### config.mk
export PLATFORM = sky130hd
export DESIGN_NAME = dmem_bridge_flat
export DESIGN_NICKNAME = d
export VERILOG_FILES = /design/src/rtl/dmem_bridge_if.sv /design/src/rtl/dmem_bridge.sv /design/src/flat_wrapper.sv
export SDC_FILE = /design/constraint.sdc
export NUM_CORES = 1
export LEC_CHECK = 0
export CORE_MARGIN = 4
export CORE_UTILIZATION = 38
export DETAILED_ROUTE_END_ITERATION = 10
export PLACE_DENSITY_LB_ADDON = 0.12
export RECOVER_POWER = 100
export SYNTH_ARGS = -nofsm -noshare
export SYNTH_HDL_FRONTEND = slang
export SYNTH_SLANG_ARGS = --single-unit
### constraint.sdc
create_clock -name clk -period 2.2 [get_ports clk]
set_input_delay 0.55 -clock clk [delete_from_list [all_inputs] [get_ports clk]]
set_output_delay 0.55 -clock clk [all_outputs]
set_load 0.05 [all_outputs]
### src/rtl/dmem_bridge_if.sv
// dmem_bridge_if
// Groups the core-side request/response signals and the memory-bus signals
// used by dmem_bridge.
//   master : the bridge view. It takes core requests and memory-bus replies.
//            It drives responses, the error count and the bus request.
//   slave  : the environment view. This is the core plus the memory model.
// Core side  : req_valid/we/addr/wdata/be in; rsp_valid/rdata/err, err_count out
// Memory bus : mem_valid/we/addr/wdata/be out; mem_ready, mem_rvalid/rdata in
interface dmem_bridge_if;
    logic        req_valid;
    logic        req_we;
    logic [31:0] req_addr;
    logic [31:0] req_wdata;
    logic [3:0]  req_be;

    logic        rsp_valid;
    logic [31:0] rsp_rdata;
    logic        rsp_err;
    logic [7:0]  err_count;

    logic        mem_valid;
    logic        mem_ready;
    logic        mem_we;
    logic [31:0] mem_addr;
    logic [31:0] mem_wdata;
    logic [3:0]  mem_be;
    logic        mem_rvalid;
    logic [31:0] mem_rdata;

    modport master (
        input  req_valid, req_we, req_addr, req_wdata, req_be,
        input  mem_ready, mem_rvalid, mem_rdata,
        output rsp_valid, rsp_rdata, rsp_err, err_count,
        output mem_valid, mem_we, mem_addr, mem_wdata, mem_be
    );

    modport slave (
        output req_valid, req_we, req_addr, req_wdata, req_be,
        output mem_ready, mem_rvalid, mem_rdata,
        input  rsp_valid, rsp_rdata, rsp_err, err_count,
        input  mem_valid, mem_we, mem_addr, mem_wdata, mem_be
    );
endinterface

### src/rtl/dmem_bridge.sv
// dmem_bridge
// Data-memory access controller between the core's load/store path and a
// valid/ready memory bus with variable latency. It handles one outstanding
// access at a time. Addresses outside the data window fault without any
// bus traffic. A bus phase that stalls for TIMEOUT cycles is aborted as a
// fault.
// Ports:
//   clk    : the single clock; all state changes on the rising edge
//   n_rst  : asynchronous, active-low reset
//   bus    : dmem_bridge_if.master; core request/response and memory bus
// Parameters:
//   DMEM_BASE : base address of the data window
//   DMEM_AW   : the window spans 2**DMEM_AW bytes
//   TIMEOUT   : cycles allowed in REQ/RWAIT before the access is aborted
module dmem_bridge #(
    parameter logic [31:0] DMEM_BASE = 32'h1000_0000,
    parameter int          DMEM_AW   = 16,
    parameter int          TIMEOUT   = 255
) (
    input logic           clk,
    input logic           n_rst,
    dmem_bridge_if.master bus
);
    // One bit of headroom keeps the counter from wrapping past TIMEOUT.
    localparam int               CNT_W    = $clog2(TIMEOUT + 2);
    localparam logic [CNT_W-1:0] TO_LIMIT = CNT_W'(TIMEOUT);

    typedef enum logic [1:0] {
        IDLE,
        REQ,
        RWAIT,
        RESP
    } state_t;

    state_t           state;
    logic [CNT_W-1:0] to_cnt;
    logic             in_window;
    logic             unused_addr_lsb;

    function automatic logic [7:0] sat_inc8(input logic [7:0] v);
        return (v == 8'hFF) ? v : v + 8'd1;
    endfunction

    assign in_window = (bus.req_addr[31:DMEM_AW] == DMEM_BASE[31:DMEM_AW]);

    // The byte offset never reaches the bus; lane steering happens upstream.
    assign unused_addr_lsb = ^bus.req_addr[1:0];

    // All outputs are registered here. There is no combinational path from
    // the mem_* inputs to the rsp_* outputs. The fault counter is bumped
    // on entry to RESP. It therefore already counts the current fault when
    // rsp_err is seen.
    always_ff @(posedge clk or negedge n_rst) begin
        if (!n_rst) begin
            state         <= IDLE;
            to_cnt        <= '0;
            bus.rsp_valid <= 1'b0;
            bus.rsp_rdata <= '0;
            bus.rsp_err   <= 1'b0;
            bus.err_count <= '0;
            bus.mem_valid <= 1'b0;
            bus.mem_we    <= 1'b0;
            bus.mem_addr  <= '0;
            bus.mem_wdata <= '0;
            bus.mem_be    <= '0;
        end else begin
            case (state)
                IDLE: begin
                    bus.rsp_valid <= 1'b0;
                    bus.rsp_rdata <= '0;
                    bus.rsp_err   <= 1'b0;
                    if (bus.req_valid) begin
                        if (in_window) begin
                            bus.mem_we    <= bus.req_we;
                            bus.mem_addr  <= {bus.req_addr[31:2], 2'b00};
                            bus.mem_wdata <= bus.req_wdata;
                            bus.mem_be    <= bus.req_be;
                            bus.mem_valid <= 1'b1;
                            to_cnt        <= '0;
                            state         <= REQ;
                        end else begin
                            bus.rsp_valid <= 1'b1;
                            bus.rsp_err   <= 1'b1;
                            bus.err_count <= sat_inc8(bus.err_count);
                            state         <= RESP;
                        end
                    end
                end

                REQ: begin
                    // A handshake counts as progress and wins over the timeout.
                    if (bus.mem_ready) begin
                        bus.mem_valid <= 1'b0;
                        to_cnt        <= to_cnt + 1'b1;
                        if (bus.mem_we) begin
                            bus.rsp_valid <= 1'b1;
                            bus.rsp_err   <= 1'b0;
                            bus.rsp_rdata <= '0;
                            state         <= RESP;
                        end else begin
                            state <= RWAIT;
                        end
                    end else if (to_cnt >= TO_LIMIT) begin
                        bus.mem_valid <= 1'b0;
                        bus.rsp_valid <= 1'b1;
                        bus.rsp_err   <= 1'b1;
                        bus.rsp_rdata <= '0;
                        bus.err_count <= sat_inc8(bus.err_count);
                        state         <= RESP;
                    end else begin
                        to_cnt <= to_cnt + 1'b1;
                    end
                end

                RWAIT: begin
                    // mem_rvalid is only looked at here. A strobe in the
                    // handshake cycle or after an abort is ignored.
                    if (bus.mem_rvalid) begin
                        bus.rsp_valid <= 1'b1;
                        bus.rsp_err   <= 1'b0;
                        bus.rsp_rdata <= bus.mem_rdata;
                        state         <= RESP;
                    end else if (to_cnt >= TO_LIMIT) begin
                        bus.rsp_valid <= 1'b1;
                        bus.rsp_err   <= 1'b1;
                        bus.rsp_rdata <= '0;
                        bus.err_count <= sat_inc8(bus.err_count);
                        state         <= RESP;
                    end else begin
                        to_cnt <= to_cnt + 1'b1;
                    end
                end

                RESP: begin
                    bus.rsp_valid <= 1'b0;
                    bus.rsp_rdata <= '0;
                    bus.rsp_err   <= 1'b0;
                    state         <= IDLE;
                end

                default: begin
                    bus.mem_valid <= 1'b0;
                    bus.rsp_valid <= 1'b0;
                    state         <= IDLE;
                end
            endcase
        end
    end
endmodule

### src/flat_wrapper.sv
// flat-port wrapper written by rule: the top's interface ports become plain ports
module dmem_bridge_flat 
#(
    parameter logic [31:0] DMEM_BASE = 32'h1000_0000,
    parameter int          DMEM_AW   = 16,
    parameter int          TIMEOUT   = 255
)
  (clk, n_rst, bus_req_valid, bus_req_we, bus_req_addr, bus_req_wdata, bus_req_be, bus_mem_ready, bus_mem_rvalid, bus_mem_rdata, bus_rsp_valid, bus_rsp_rdata, bus_rsp_err, bus_err_count, bus_mem_valid, bus_mem_we, bus_mem_addr, bus_mem_wdata, bus_mem_be);
  dmem_bridge_if bus_i ();
  input logic clk;
  input logic n_rst;
  input wire logic [$bits(bus_i.req_valid)-1:0] bus_req_valid;
  input wire logic [$bits(bus_i.req_we)-1:0] bus_req_we;
  input wire logic [$bits(bus_i.req_addr)-1:0] bus_req_addr;
  input wire logic [$bits(bus_i.req_wdata)-1:0] bus_req_wdata;
  input wire logic [$bits(bus_i.req_be)-1:0] bus_req_be;
  input wire logic [$bits(bus_i.mem_ready)-1:0] bus_mem_ready;
  input wire logic [$bits(bus_i.mem_rvalid)-1:0] bus_mem_rvalid;
  input wire logic [$bits(bus_i.mem_rdata)-1:0] bus_mem_rdata;
  output wire logic [$bits(bus_i.rsp_valid)-1:0] bus_rsp_valid;
  output wire logic [$bits(bus_i.rsp_rdata)-1:0] bus_rsp_rdata;
  output wire logic [$bits(bus_i.rsp_err)-1:0] bus_rsp_err;
  output wire logic [$bits(bus_i.err_count)-1:0] bus_err_count;
  output wire logic [$bits(bus_i.mem_valid)-1:0] bus_mem_valid;
  output wire logic [$bits(bus_i.mem_we)-1:0] bus_mem_we;
  output wire logic [$bits(bus_i.mem_addr)-1:0] bus_mem_addr;
  output wire logic [$bits(bus_i.mem_wdata)-1:0] bus_mem_wdata;
  output wire logic [$bits(bus_i.mem_be)-1:0] bus_mem_be;
  assign bus_i.req_valid = bus_req_valid;
  assign bus_i.req_we = bus_req_we;
  assign bus_i.req_addr = bus_req_addr;
  assign bus_i.req_wdata = bus_req_wdata;
  assign bus_i.req_be = bus_req_be;
  assign bus_i.mem_ready = bus_mem_ready;
  assign bus_i.mem_rvalid = bus_mem_rvalid;
  assign bus_i.mem_rdata = bus_mem_rdata;
  assign bus_rsp_valid = bus_i.rsp_valid;
  assign bus_rsp_rdata = bus_i.rsp_rdata;
  assign bus_rsp_err = bus_i.rsp_err;
  assign bus_err_count = bus_i.err_count;
  assign bus_mem_valid = bus_i.mem_valid;
  assign bus_mem_we = bus_i.mem_we;
  assign bus_mem_addr = bus_i.mem_addr;
  assign bus_mem_wdata = bus_i.mem_wdata;
  assign bus_mem_be = bus_i.mem_be;
  dmem_bridge #(.DMEM_BASE(DMEM_BASE), .DMEM_AW(DMEM_AW), .TIMEOUT(TIMEOUT)) u_core (.clk(clk), .n_rst(n_rst), .bus(bus_i));
endmodule
# [Word level (Yosys, flattened, before mapping)]
# Index checks and enable logic that the tools add are counted.
[totals] word_cells=76 inputBits=106 register_bits=121
[op_classes] n_lt_le_gt_ge=1 reduce_logical=8 add_sub_neg=2 n_eq_ne=12 n_mux=42
[ops] operator="$mux 32" n=4
[ops] operator="$pmux 32 s3" n=1
[ops] operator="$mux 8" n=6
[ops] operator="$mux 9" n=5
[ops] operator="$pmux 9 s3" n=1
[ops] operator="$pmux 8 s3" n=1
[ops] operator="$eq 16x13->1 const B" n=1
[ops] operator="$mux 1" n=15
[ops] operator="$mux 2" n=5
[ops] operator="$add 9x1->9 const B" n=1
[ops] operator="$ge 9x8->1 const B" n=1
[ops] operator="$add 8x1->8 const B" n=1
[ops] operator="$eq 8x8->1 const B" n=1
[ops] operator="$ne 2x2->1 const B" n=4
[ops] operator="$pmux 1 s4" n=2
[ops] operator="$pmux 2 s4" n=1
[ops] operator="$reduce_and 4->1" n=2
[ops] operator="$ne 3x2->1 const B" n=2
[ops] operator="$reduce_and 5->1" n=1
[ops] operator="$eq 2x2->1 const B" n=2
[ops] operator="$reduce_and 3->1" n=1
[ops] operator="$reduce_bool 3->1" n=1
[ops] operator="$eq 2x1->1 const B" n=1
[ops] operator="$logic_not 2->1" n=1
[ops] operator="4 further kinds" n=4

# [Depth between registers and ports, before layout]
# Gate-level depths: netlist (run 1).
[logic_depth] word_depth=5 depth_mapped=10

# [Worst setup path after synthesis (run 1)]
# Ideal clock, no wire load.
[synth_timing] path_type="in2reg" start="input bus_req_addr[25]" end="register u_core.to_cnt[3]" cell_stages=5 n_path_buf=0 required_ns=2.069 setup_time_ns=0.131 arrival_time_ns=1.989 slack_ns=0.080 path_cell_list="nor4_2 nand4_2 a2111oi_4 a21boi_4 a31oi_1"
[synth_between] elab_chain_len=3
[synth_lines] item="from (decl)" line_no="flat_wrapper.sv:14" rtl="input wire logic [$bits(bus_i.req_addr)-1:0] bus_req_addr;"
[synth_lines] item="$eq 16x13->1" line_no="dmem_bridge.sv:44" rtl="assign in_window = (bus.req_addr[31:DMEM_AW] == DMEM_BASE[31:DMEM_AW]);"
[synth_lines] item="$ne 2x1->1 (no line)"
[synth_lines] item="$reduce_and 4->1 (no line)"
[synth_lines] item="to (signal assigned)" line_no="dmem_bridge.sv:94" rtl="to_cnt <= to_cnt + 1'b1;"
[synth_lines] item="to (signal assigned)" line_no="dmem_bridge.sv:111" rtl="to_cnt <= to_cnt + 1'b1;"
[synth_lines] item="to (signal assigned)" line_no="dmem_bridge.sv:130" rtl="to_cnt <= to_cnt + 1'b1;"
[synth_lines] item="to (decl)" line_no="dmem_bridge.sv:36" rtl="logic [CNT_W-1:0] to_cnt;"
# Every way passes these cells.
# A chain may end at the register's enable or synchronous reset.

# [Worst setup path in the final report (run 1)]
[layout_timing] start="register u_core.bus.err_count[1]" end="output bus_err_count[1]"
[layout_rtl] item="from (decl)" line_no="dmem_bridge_if.sv:33" rtl="output rsp_valid, rsp_rdata, rsp_err, err_count,"
[layout_rtl] item="from (signal assigned)" line_no="dmem_bridge.sv:84" rtl="bus.err_count <= sat_inc8(bus.err_count);"
[layout_rtl] item="from (signal assigned)" line_no="dmem_bridge.sv:108" rtl="bus.err_count <= sat_inc8(bus.err_count);"
[layout_rtl] item="from (signal assigned)" line_no="dmem_bridge.sv:127" rtl="bus.err_count <= sat_inc8(bus.err_count);"
[layout_rtl] item="to (decl)" line_no="flat_wrapper.sv:23" rtl="output wire logic [$bits(bus_i.err_count)-1:0] bus_err_count;"
# No word-level cell between the ends.

==> impl_summary.txt, run 1 <==
----------------------------------------------------
[Place]
  Weighted congestion at the end of routability-driven global placement ... between 0.7 and 0.8
  Post-Place Worst Slack ... -392 ps
  Count of buffers inserted at the top-level ports ... ~210
  HPWL after detailed placement ... 10.5 mm
  Dpl cell area ... 0.00751 sq mm

[Routing]
  Total via count in the routed design ... 4,346
  Post-DR wirelength/cell ... about 16 um
  Final routed wirelength across all metal layers ... 14.3 mm
  Post-route ant nets ... 0
  Violation count after the first detailed-routing iteration ... between 200 and 250
  Initial DRT Pass Iterations ... 4
  Vias per cell ... between 4 and 5
  Remaining design rule violation count ... 0

[Power]
  Internal power of the cells ... 5310 uW
  Total power divided by cell area ... just over 1000 mW/mm^2
  Static Leak ... ~0.0038 uW
  Clock network power share ... 0.300
  Highest ir drop seen on vdd ... 0.000664 V
  Net switching component of the power ... between 2000 and 3000 uW
  Proportion of power drawn by flip-flops and latches ... 0.326
  Part of the power in combinational logic ... 0.374
  Share of total power consumed by net switching ... 0.353

[STA]
  Hold violation count in the final report ... 0
  Transition time at the pin with the least slew margin ... 1200 ps
  Post-route clock period utilization ... 0.980
  Peak Freq ... between 0.4 and 0.5 GHz
  Normalized max-slew margin ... 0.200
  Final slew viol count ... 0
  Final WS setup ... 43.5 ps
  Final count of negative-setup-slack endpoints ... 0
  Period minus WS final ... between 2000 and 2500 ps
  Worst clock skew on the final layout ... 5.69 ps

[Worst setup path]
  Cells along the critical path ... clkdlybuf4s50_1
  Critical path's top delay family ... buffers and inverters
  Critical path origin ... u_core.bus.err_count[1]
  Delay of the slowest cell on the worst path ... between 800 and 900 ps
  Class of the most critical setup path ... reg -> out
  Arrival time reported for the critical path endpoint ... 1610 ps
  Number of buffers and inverters on the critical path ... 1
  Instance count on the critical path ... 1
  Kind of end point of the critical path ... primary output
  Worst endpoint required time ... 1650 ps
  Reg2reg path depth ... 10
  Kind of start point of the critical path ... register
  Critical path's slowest cell ... clkdlybuf4s50_1
  Maximum fanout encountered on the critical timing path ... 4
  Startpoint of the most critical register-to-register path ... u_core.to_cnt[4]

[Layout]
  Post-layout instance area ... approximately 0.0081 sq mm
  Number of antenna cells inserted ... 0
  Signed area change from the synthesized netlist to the final layout ... 63.4%
  Nets ... a little over 800
  Fraction of layout cells with a size suffix above 1 ... 0.102
  Final cell utilization of the core ... 0.637
  Filler cells ... 1,068

[Yosys]
  Mapped Area ... between 0.004 and 0.005 sq mm
  Synthesized area per cell ... about 10 sq um
  Main combinational cell family by area after synthesis ... simple AND/OR/NAND/NOR gates
  Count leader, synth ... nand2_1
  Async SR Flop Fraction ... 1.00
  Register bit count reported by yosys ... about 120
  Count of unique library cells instantiated by Yosys ... 45
  Portion of netlist area occupied by mux cells ... 0.00431
  Share of the synthesized area in the top cell type ... 0.613
  Simple logic cell fraction of the synthesized area ... 0.202
  Top flip-flop cell by instance count after synthesis ... dfrtp_1
  Largest cells by area after synthesis ... dfrtp_1, nand2_1, a22o_1, and2_1, clkbuf_1
  Sequential cell area fraction in the yosys report ... 0.613
  Most used standard cells in the synthesized netlist ... nand2_1, dfrtp_1, a22o_1, clkbuf_1, and2_1
  Biggest area consumer among synthesized cells ... dfrtp_1
  Arithmetic-cell share of the synthesized area counting full adders, half adders and majority gates ... 0.0152
  Post-synthesis compound-gate area fraction ... 0.123
  Synthesis warning total ... 0
  Gate count after technology mapping ... 474
  Number of synthesized flops with an enable pin ... 0
  Synthesized-area fraction occupied by xor and xnor cells ... 0.0142

[CTS]
  Maximum clock path buffer count ... 2
  H-tree levels ... 4
  Root buffer cell ... clkbuf_16
  CTS tree ... done
  Number of sinks on the clock net ... between 100 and 150
  Clock-pin slew of the registers on the worst-case setup and hold paths ... about 50 ps
  Clock Latency Late Sink ... around 410 ps
  Total clock buffers created by CTS ... 17

[Worst hold path]
  Worst hold path cell count ... 2
  Hold path startpoint ... u_core.bus.mem_wdata[29]
  Classification of the worst-slack hold path ... reg -> reg

[Die]
  Core area ... between 0.01 and 0.015 sq mm
  Standard-cell row count ... 41
  Horiz. Die Dim ... 122 um
  Die Area ... between 0.01 and 0.015 sq mm
  Starting density of the core ... 0.390
  Vertical die dimension ... around 120 um
  I/O pin cnt ... 218

[Outcome]
  Run status ... complete, no violations

[Global routing]
  Maximum number of pins on one net before global-route repair ... 73
  GR Util All Layers ... 0.192
  First-pass GRT wire length ... between 20 and 25 mm
  Leftover overflow at the end of global routing ... 0
  Via count of the first global-routing pass ... about 4,500
  Number of antenna violations at the first check in global routing ... 0

[Job]
  Max cap viols ... 0

----------------------------------------------------
[metrics by stage]
stage                     instances  hold slack (ps)  setup TNS, ps  power (uW)
after floorplan                 475              254              0        4480
after global placement          864              358         -22340        5690
after detailed placement        864              357         -23560        5730
after CTS                       894              466              0        8220
after global routing            901              475          -17.4        8620
final                           901              461              0        8210
[sequential cells by signal, summed over array words and instances, names as in the netlist]
signal and count:
u_core.bus.mem_wdata 32, u_core.bus.rsp_rdata 32, u_core.bus.mem_addr 30, u_core.to_cnt 9, u_core.bus.err_count 8, u_core.bus.mem_be 4, u_core.state 2, u_core.bus.mem_valid 1
u_core.bus.mem_we 1, u_core.bus.rsp_err 1, u_core.bus.rsp_valid 1
[power by group through the flow]
stage	Sequential [uW]	Clock, uW	Combinational, uW
2_1_floorplan	3460	0	1020
3_3_place_gp	2700	0	2980
3_5_place_dp	2700	0	3030
4_1_cts	2680	2530	3020
5_1_grt	2710	2620	3300
6_report	2680	2460	3070
[final cells by class]
cell class	instances	area, sq um	area share
flip-flops and latches	121	3030	0.375
repair buffers	248	2440	0.302
multi-input cells	320	1820	0.226
clock buffers	25	475	0.0589
well taps	172	215	0.0267
clock inverters	4	45.0	0.00558
inverters	11	41.3	0.00512
[kinds of logic after synthesis]
kind of cell | after synthesis
flops | 121
xor+xnor | 8
compound gates | 77
fa+ha+maj | 6
simple gates | 225
buf+inv | 34
other cells | 1
mux | 2
[routing by layer]
metal | track usage | vias up | wire (um)
li1 | - | 2082 | -
met1 | 0.230 | 2062 | 5830
met2 | 0.311 | 184 | 6810
met3 | 0.0771 | 18 | 1390
met4 | 0.0763 | 0 | 244
met5 | 0 | - | 0
[final timing paths]
kind | to | slack (ps)
worst max-delay path | bus_err_count[1] | 40
worst min-delay path | u_core.bus.mem_wdata[29] | 460
worst max register to register | u_core.bus.rsp_rdata[0] | 60
worst min register to register | u_core.bus.mem_wdata[29] | 460
max in group asynchronous | u_core.bus.mem_wdata[17] | 340
min in group asynchronous | u_core.bus.mem_wdata[28] | 480
[cell usage in the layout (no fill, tap or decap), types with 3 or more instances in the layout]
cell / synthesis / final
a21oi_1: 12 / 11
a22o_1: 31 / 31
a31oi_1: 4 / 4
and2_1: 18 / 16
and3_1: 6 / 6
buf_12: 0 / 6
buf_4: 2 / 22
clkbuf_1: 21 / 14
clkbuf_16: 0 / 18
clkdlybuf4s50_1: 0 / 198
clkinv_2: 0 / 3
dfrtp_1: 121 / 121
dlygate4sd2_1: 0 / 6
ha_1: 6 / 5
inv_1: 11 / 11
nand2_1: 164 / 164
nand3_1: 11 / 10
nor2_1: 10 / 7
nor4_2: 3 / 3
o21ai_0: 6 / 6
o22ai_1: 4 / 4
o31ai_1: 3 / 3
xnor2_1: 8 / 8
[what timing repair did]
item                                   4_1_cts  5_1_grt
setup endpoints to repair                    6       47
resized for setup                            6       12
buffers inserted                             0        6
pin swaps                                    0        5
endpoints found under the hold margin        1        0
hold buffers                                 1        0
gates cloned                                 0        1
Note: power is estimated with default switching activity, not from simulation.
==> run 2: changes to the inputs <==
--- a/config.mk
+++ b/config.mk
@@ -5,11 +5,13 @@
 export SDC_FILE = /design/constraint.sdc
 export NUM_CORES = 1
 export LEC_CHECK = 0
+export ABC_AREA = 1
 export CORE_MARGIN = 4
-export CORE_UTILIZATION = 38
+export CORE_UTILIZATION = 35
 export DETAILED_ROUTE_END_ITERATION = 10
 export PLACE_DENSITY_LB_ADDON = 0.12
 export RECOVER_POWER = 100
 export SYNTH_ARGS = -nofsm -noshare
 export SYNTH_HDL_FRONTEND = slang
 export SYNTH_SLANG_ARGS = --single-unit
+export TNS_END_PERCENT = 10
==> run 2 against run 1 <==
Via count up 18%. Clock power grew 8.5%. Non-clock buffer count down 23. Clock-buffer cell count is 4 lower. Power grew 7.8%. Clock skew increased by 3.4 ps. Sequential power up 2%. Critical path type unchanged.
==> impl_summary.txt, run 2 <==
----------------------------------------------------
[Die]
  Die Area ... 0.0186 sq mm (+25%)
  Standard-cell row count ... 46 (+12%)
  Vertical die dimension ... 136 um (+12%)
  Core area ... 0.0160 sq mm (+26%)
  Starting density of the core ... 0.360 (-0.0297)
  I/O pin cnt ... 218 (unchanged)
  Horiz. Die Dim ... 136 um (+12%)

[Worst setup path]
  Critical path's slowest cell ... clkdlybuf4s50_1
  Reg2reg path depth ... 9 (-1)
  Arrival time reported for the critical path endpoint ... 1600 ps (about the same)
  Maximum fanout encountered on the critical timing path ... 2 (-2)
  Setup slack of the worst register-to-register path ... 200 ps (+140 ps)
  Startpoint of the most critical register-to-register path ... u_core.to_cnt[0]
  Class of the most critical setup path ... reg -> out
  Cells along the critical path ... clkdlybuf4s50_1
  Kind of start point of the critical path ... register
  Number of buffers and inverters on the critical path ... 1 (unchanged)
  Delay of the slowest cell on the worst path ... 840 ps (about the same)
  Critical path's top delay family ... buffers and inverters
  Worst endpoint required time ... 1650 ps (about the same)
  Crit Reg-Reg Endpoint ... u_core.bus.rsp_rdata[0]
  Kind of end point of the critical path ... primary output

[STA]
  Post-route clock period utilization ... 0.976 (-0.00466)
  Period minus WS final ... 2150 ps (-10.3 ps)
  Worst clock skew on the final layout ... 9.12 ps (+3.43 ps)
  Unrepaired setup endpoints after global routing ... false
  Transition time at the pin with the least slew margin ... 1230 ps (+25.7 ps)
  Normalized max-slew margin ... 0.183 (-0.0172)
  Peak Freq ... 0.466 GHz (+0.48%)
  Hold violation count in the final report ... 0 (unchanged)
  Tightest hold margin ... 380 ps (-81.3 ps)
  Final slew viol count ... 0 (unchanged)
  Final count of negative-setup-slack endpoints ... 0 (unchanged)

[Yosys]
  Top flip-flop cell by instance count after synthesis ... dfrtp_1
  Count of unique library cells instantiated by Yosys ... 32 (-29%)
  Synthesis warning total ... 0 (unchanged)
  Most used standard cells in the synthesized netlist ... inv_1, nand2_1, dfrtp_1, o21ai_0, o22ai_1
  Sequential cell area fraction in the yosys report ... 0.526 (-0.0875)
  Count leader, synth ... inv_1
  Gate count after technology mapping ... 697 (+47%)
  Biggest area consumer among synthesized cells ... dfrtp_1
  Register bit count reported by yosys ... 121 (unchanged)
  Mapped Area ... 0.00576 sq mm (+17%)
  Largest cells by area after synthesis ... dfrtp_1, o21ai_0, inv_1, nand2_1, o22ai_1
  Number of synthesized flops with an enable pin ... 0 (unchanged)
  Share of the synthesized area in the top cell type ... 0.526 (-0.0875)
  Async SR Flop Fraction ... 1.00 (unchanged)
  Synthesized area per cell ... 8.26 sq um (-21%)

[Global routing]
  GR Util All Layers ... 0.173 (-0.0192)
  Number of antenna violations at the first check in global routing ... 0 (unchanged)
  Most used routing layer in global routing ... met2
  First-pass GRT wire length ... 25.5 mm (+15%)
  Met1 Track Usage GR ... 0.215 (-0.0148)
  Met3 Usage GRT ... 0.0814 (+0.00436)
  Maximum number of pins on one net before global-route repair ... 90 (+23%)
  Leftover overflow at the end of global routing ... 0 (unchanged)
  GR Util met2 ... 0.264 (-0.0469)
  Via count of the first global-routing pass ... 5,114 (+14%)

[CTS]
  H-tree levels ... 4 (unchanged)
  Clock Latency Late Sink ... 410 ps (about the same)
  Number of sinks on the clock net ... 121 (unchanged)
  Root buffer cell ... clkbuf_16
  Clock-pin slew of the registers on the worst-case setup and hold paths ... 50 ps (about the same)
  Postcts setup bufs ... 0 (unchanged)
  CTS tree ... done
  Maximum clock path buffer count ... 2 (unchanged)
  Post-cts hold buffer count ... 0 (-1)
  Total clock buffers created by CTS ... 17 (unchanged)

[Routing]
  Post-DR wirelength/cell ... 13.7 um (-14%)
  Vias per cell ... 4.52 (-6.2%)
  Total via count in the routed design ... 5,140 (+18%)
  Violation count after the first detailed-routing iteration ... 266 (+30%)
  Post-route ant nets ... 0 (unchanged)
  Final routed wirelength across all metal layers ... 15.5 mm (+8.8%)
  Remaining design rule violation count ... 0 (unchanged)
  Initial DRT Pass Iterations ... 6 (+2)

[Layout]
  Register area ... 0.00303 sq mm (unchanged)
  Filler cells ... 1,549 (+45%)
  Most frequent cells in the layout ... clkdlybuf4s50_1, inv_1, o21ai_0
  Final cell utilization of the core ... 0.534 (-0.102)
  Registers with the highest flip-flop counts ... u_core.bus.mem_wdata: 32 flops, u_core.bus.rsp_rdata: 32 flops, u_core.bus.mem_addr: 30 flops
  Most common cell after layout, fill and taps aside ... clkdlybuf4s50_1
  Area of the multi-input gates ... 0.00192 sq mm (+5.4%)
  Fraction of layout cells with a size suffix above 1 ... 0.0685 (-0.0330)
  Number of antenna cells inserted ... 0 (unchanged)
  Signed area change from the synthesized netlist to the final layout ... 48.5%
  Nets ... 1,022 (+23%)

[Outcome]
  Run status ... complete, no violations

[Worst hold path]
  Classification of the worst-slack hold path ... in -> async

[Place]
  Count of buffers inserted at the top-level ports ... 213 (unchanged)
  Weighted congestion at the end of routability-driven global placement ... 0.855 (+7.0%)
  HPWL after detailed placement ... 11.2 mm (+6.5%)

[Power]
  Highest ir drop seen on vdd ... 0.000526 V (-21%)
  Static Leak ... 0.00415 uW (+8.4%)
  Total power divided by cell area ... 1030 mW/mm^2 (+1.7%)

[Job]
  Max cap viols ... 0 (unchanged)

----------------------------------------------------
==> run 2: cell types whose count changed after synthesis, sizes merged, moves of 7 or more <==
cell	delta
inv	+152
nand3	+7
o22ai	+30
nand2	-32
and2	-18
buf	+11
nor2	+18
o21ai	+126
a22o	-31
==> run 2: area by class of cell <==
type,count,share of cell area
sequential,121,0.354
timing repair buffer,225,0.251
multi-input combinational,382,0.225
tap,216,0.0316
clock buffer,21,0.0550
inverter,163,0.0721
clock inverter,8,0.0114
==> run 2: kinds of logic (layout without fill, tap and decap cells) <==
kind of cell | after synthesis | count (layout) | share of synthesized area
xor+xnor | 7 | 7 | 0.0106
buf+inv | 195 | 417 | 0.136
fa+ha+maj | 6 | 6 | 0.0130
flops | 121 | 121 | 0.526
other cells | 1 | 2 | 0.000651
compound gates | 175 | 175 | 0.167
simple gates | 192 | 192 | 0.147
==> run 2: where the power goes <==
part	leakage [uW]	switching (uW)	total (uW)	internal, uW
registers	0.00166	200	2730	2530
clock network	0.000273	937	2670	1730
logic	0.00222	2310	3450	1150
==> run 2: through the flow <==
| step | std cells | total power [uW] | TNS, ps | area [sq um] | setup slack [ps] |
|---|---|---|---|---|---|
| 3_5_place_dp | 1107 | 6340 | -49.3 | 8140 | -17.8 |
| 2_1_floorplan | 698 | 5190 | 0 | 5760 | 320 |
| 5_1_grt | 1136 | 9420 | 0 | 8550 | 0.132 |
| 4_1_cts | 1136 | 9070 | 0 | 8700 | 9.43 |
| 3_3_place_gp | 1107 | 6270 | 0 | 8140 | 36.1 |
| 6_report | 1136 | 8850 | 0 | 8550 | 53.8 |
==> run 2: worst max path at each step <==
stage | startpoint | end | slack (ps) | cells past startpoint
floorplan | u_core.bus.err_count[0] | u_core.bus.err_count[6] | 320 | 8
global placement | bus_mem_ready | u_core.bus.rsp_rdata[20] | 40 | 7
detailed placement | u_core.to_cnt[0] | u_core.bus.rsp_rdata[0] | -20 | 9
CTS | u_core.bus.mem_addr[10] | bus_mem_addr[10] | 9 | 1
global route | u_core.bus.rsp_rdata[1] | bus_rsp_rdata[1] | 0.1 | 1
finish | u_core.bus.rsp_rdata[2] | bus_rsp_rdata[2] | 50 | 1
==> run 2: repair_timing <==
action,in CTS,in global routing
endpoints found under the setup margin,13,38
gates resized for setup,9,12
endpoints found under the hold margin,0,0
==> run 2: routing by layer <==
| metal | vias to the layer above | share of wire |
|---|---|---|
| met3 | 15 | 0.10 |
| met4 | 0 | 0.014 |
| met1 | 2344 | 0.43 |
| li1 | 2596 | - |
| met2 | 185 | 0.45 |
| met5 | - | 0 |
==> run 3: changes to the inputs <==
--- a/config.mk
+++ b/config.mk
@@ -9,7 +9,7 @@
 export CORE_MARGIN = 4
 export CORE_UTILIZATION = 35
 export DETAILED_ROUTE_END_ITERATION = 10
-export PLACE_DENSITY_LB_ADDON = 0.12
+export PLACE_DENSITY = 0.8
 export RECOVER_POWER = 100
 export SYNTH_ARGS = -nofsm -noshare
 export SYNTH_HDL_FRONTEND = slang
==> run 3 against run 2 <==
Critical endpoint is now bus_rsp_rdata[3]. Register-to-register slack got worse by 20 ps. Clock power hardly changed. Wire length down 1.1%.
==> impl_summary.txt, run 3 (synthesis gave the netlist of run 2 again) <==
----------------------------------------------------
[Outcome]
  Run status ... complete, no violations

[Power]
  Total power divided by cell area ... 1020 mW/mm^2 (-1.1%)
  Static Leak ... 0.00417 uW (+0.56%)
  Highest ir drop seen on vdd ... 0.000514 V (-2.3%)

[Worst setup path]
  Kind of end point of the critical path ... primary output
  Cells along the critical path ... clkdlybuf4s50_1
  Critical path's slowest cell ... clkdlybuf4s50_1
  Critical path's top delay family ... buffers and inverters
  Kind of start point of the critical path ... register
  Class of the most critical setup path ... reg -> out
  Number of buffers and inverters on the critical path ... 1 (unchanged)
  Maximum fanout encountered on the critical timing path ... 2 (unchanged)
  Worst endpoint required time ... 1650 ps (about the same)
  Arrival time reported for the critical path endpoint ... 1600 ps (about the same)
  Delay of the slowest cell on the worst path ... 850 ps (about the same)

[STA]
  Worst clock skew on the final layout ... 9.08 ps (-0.0384 ps)
  Tightest hold margin ... 465 ps (+85.9 ps)
  Unrepaired setup endpoints after global routing ... false
  Period minus WS final ... 2150 ps (+4.46 ps)
  Final count of negative-setup-slack endpoints ... 0 (unchanged)
  Post-route clock period utilization ... 0.978 (+0.00203)
  Hold violation count in the final report ... 0 (unchanged)
  Final slew viol count ... 0 (unchanged)
  Normalized max-slew margin ... 0.248 (+0.0650)
  Peak Freq ... 0.465 GHz (-0.21%)
  Transition time at the pin with the least slew margin ... 1130 ps (-97.5 ps)
  Summed negative setup slack over all endpoints ... 0 ps (unchanged)

[Layout]
  Registers with the highest flip-flop counts ... u_core.bus.mem_wdata: 32 flops, u_core.bus.rsp_rdata: 32 flops, u_core.bus.mem_addr: 30 flops
  Fraction of layout cells with a size suffix above 1 ... 0.0765 (+0.00803)
  Number of antenna cells inserted ... 0 (unchanged)
  Signed area change from the synthesized netlist to the final layout ... 49.6%
  Most common cell after layout, fill and taps aside ... clkdlybuf4s50_1
  Most frequent cells in the layout ... clkdlybuf4s50_1, inv_1, o21ai_0
  Nets ... 1,027 (+0.49%)
  Final cell utilization of the core ... 0.538 (+0.00391)

[Routing]
  Final routed wirelength across all metal layers ... 15.4 mm (-1.1%)
  Remaining design rule violation count ... 0 (unchanged)
  Post-route ant nets ... 0 (unchanged)
  Initial DRT Pass Iterations ... 4 (-2)
  Violation count after the first detailed-routing iteration ... 291 (+9.4%)
  Post-DR wirelength/cell ... 13.4 um (-1.8%)
  Total via count in the routed design ... 5,146 (+0.12%)
  Vias per cell ... 4.50 (-0.58%)

[Global routing]
  Leftover overflow at the end of global routing ... 0 (unchanged)
  Number of antenna violations at the first check in global routing ... 0 (unchanged)
  Maximum number of pins on one net before global-route repair ... 65 (-28%)
  Via count of the first global-routing pass ... 4,953 (-3.1%)
  GR Util All Layers ... 0.165 (-0.00765)
  First-pass GRT wire length ... 24.2 mm (-5.1%)

[Die]
  Horiz. Die Dim ... 136 um (unchanged)
  Standard-cell row count ... 46 (unchanged)
  Vertical die dimension ... 136 um (unchanged)
  Die Area ... 0.0186 sq mm (unchanged)
  Starting density of the core ... 0.360 (unchanged)
  Core area ... 0.0160 sq mm (unchanged)
  I/O pin cnt ... 218 (unchanged)

[CTS]
  Number of sinks on the clock net ... 121 (unchanged)
  Root buffer cell ... clkbuf_16
  Total clock buffers created by CTS ... 17 (unchanged)
  Clock Latency Late Sink ... 410 ps (about the same)
  Maximum clock path buffer count ... 2 (unchanged)
  CTS tree ... done
  Postcts setup bufs ... 0 (unchanged)
  H-tree levels ... 4 (unchanged)
  Clock-pin slew of the registers on the worst-case setup and hold paths ... 60 ps (about the same)

[Place]
  HPWL after detailed placement ... 11.2 mm (+0.43%)
  Weighted congestion at the end of routability-driven global placement ... 0.884 (+3.5%)
  Count of buffers inserted at the top-level ports ... 213 (unchanged)

[Job]
  Max cap viols ... 0 (unchanged)

[Worst hold path]
  Classification of the worst-slack hold path ... reg -> reg

----------------------------------------------------
[run 3: path summary, 6_finish.rpt]
path                                         start                        to  slack (ps)  depth (start not counted)
setup / recovery           u_core.bus.rsp_rdata[3]          bus_rsp_rdata[3]          50                          1
hold / removal             u_core.bus.mem_addr[28]   u_core.bus.mem_addr[28]         470                          2
setup reg to reg                  u_core.to_cnt[0]          u_core.to_cnt[1]         180                          9
hold reg to reg            u_core.bus.mem_addr[28]   u_core.bus.mem_addr[28]         470                          2
max in group asynchronous                    n_rst      u_core.bus.mem_be[1]         340                          3
min in group asynchronous                    n_rst  u_core.bus.rsp_rdata[11]         510                          2
[run 3: power by group]
group / switching, uW / internal [uW]
Sequential: 190 / 2520
Clock: 1060 / 1590
Combinational: 2300 / 1150
[run 3: timing repair]
| item | 4_1_cts | 5_1_grt |
|---|---|---|
| gates resized for setup | 10 | 11 |
| hold buffers | 1 | 0 |
| hold endpoints to repair | 1 | 0 |
| gates cloned | 0 | 0 |
| endpoints found under the setup margin | 27 | 40 |
[run 3: cell type report]
type | count | area [sq um]
Tap cell | 216 | 270
Clock inverter | 13 | 120
Multi-Input combinational cell | 382 | 1940
Timing Repair Buffer | 230 | 2200
Sequential cell | 121 | 3030
Inverter | 163 | 617
Fill cell | 1481 | 7390
Clock buffer | 19 | 443
[run 3: per-layer routing]
| layer | vias to the layer above | track usage | wire length (um) | part of all wire |
|---|---|---|---|---|
| li1 | 2608 | - | - | - |
| met4 | 0 | 0.0454 | 135 | 0.0088 |
| met1 | 2332 | 0.204 | 6340 | 0.41 |
| met2 | 196 | 0.258 | 7050 | 0.46 |
| met5 | - | 0 | 0 | 0 |
| met3 | 10 | 0.0814 | 1840 | 0.12 |
[run 3: through the flow]
| stage | std cells | worst slack, ps | total power (uW) | instance area [sq um] |
|---|---|---|---|---|
| final | 1144 | 49.3 | 8820 | 8610 |
| after global routing | 1144 | 0.479 | 9360 | 8610 |
| after CTS | 1144 | 7.57 | 9000 | 8760 |
| after detailed placement | 1111 | -16.1 | 6320 | 8190 |
| after global placement | 1111 | 28.7 | 6250 | 8190 |
| after floorplan | 698 | 320 | 5190 | 5760 |
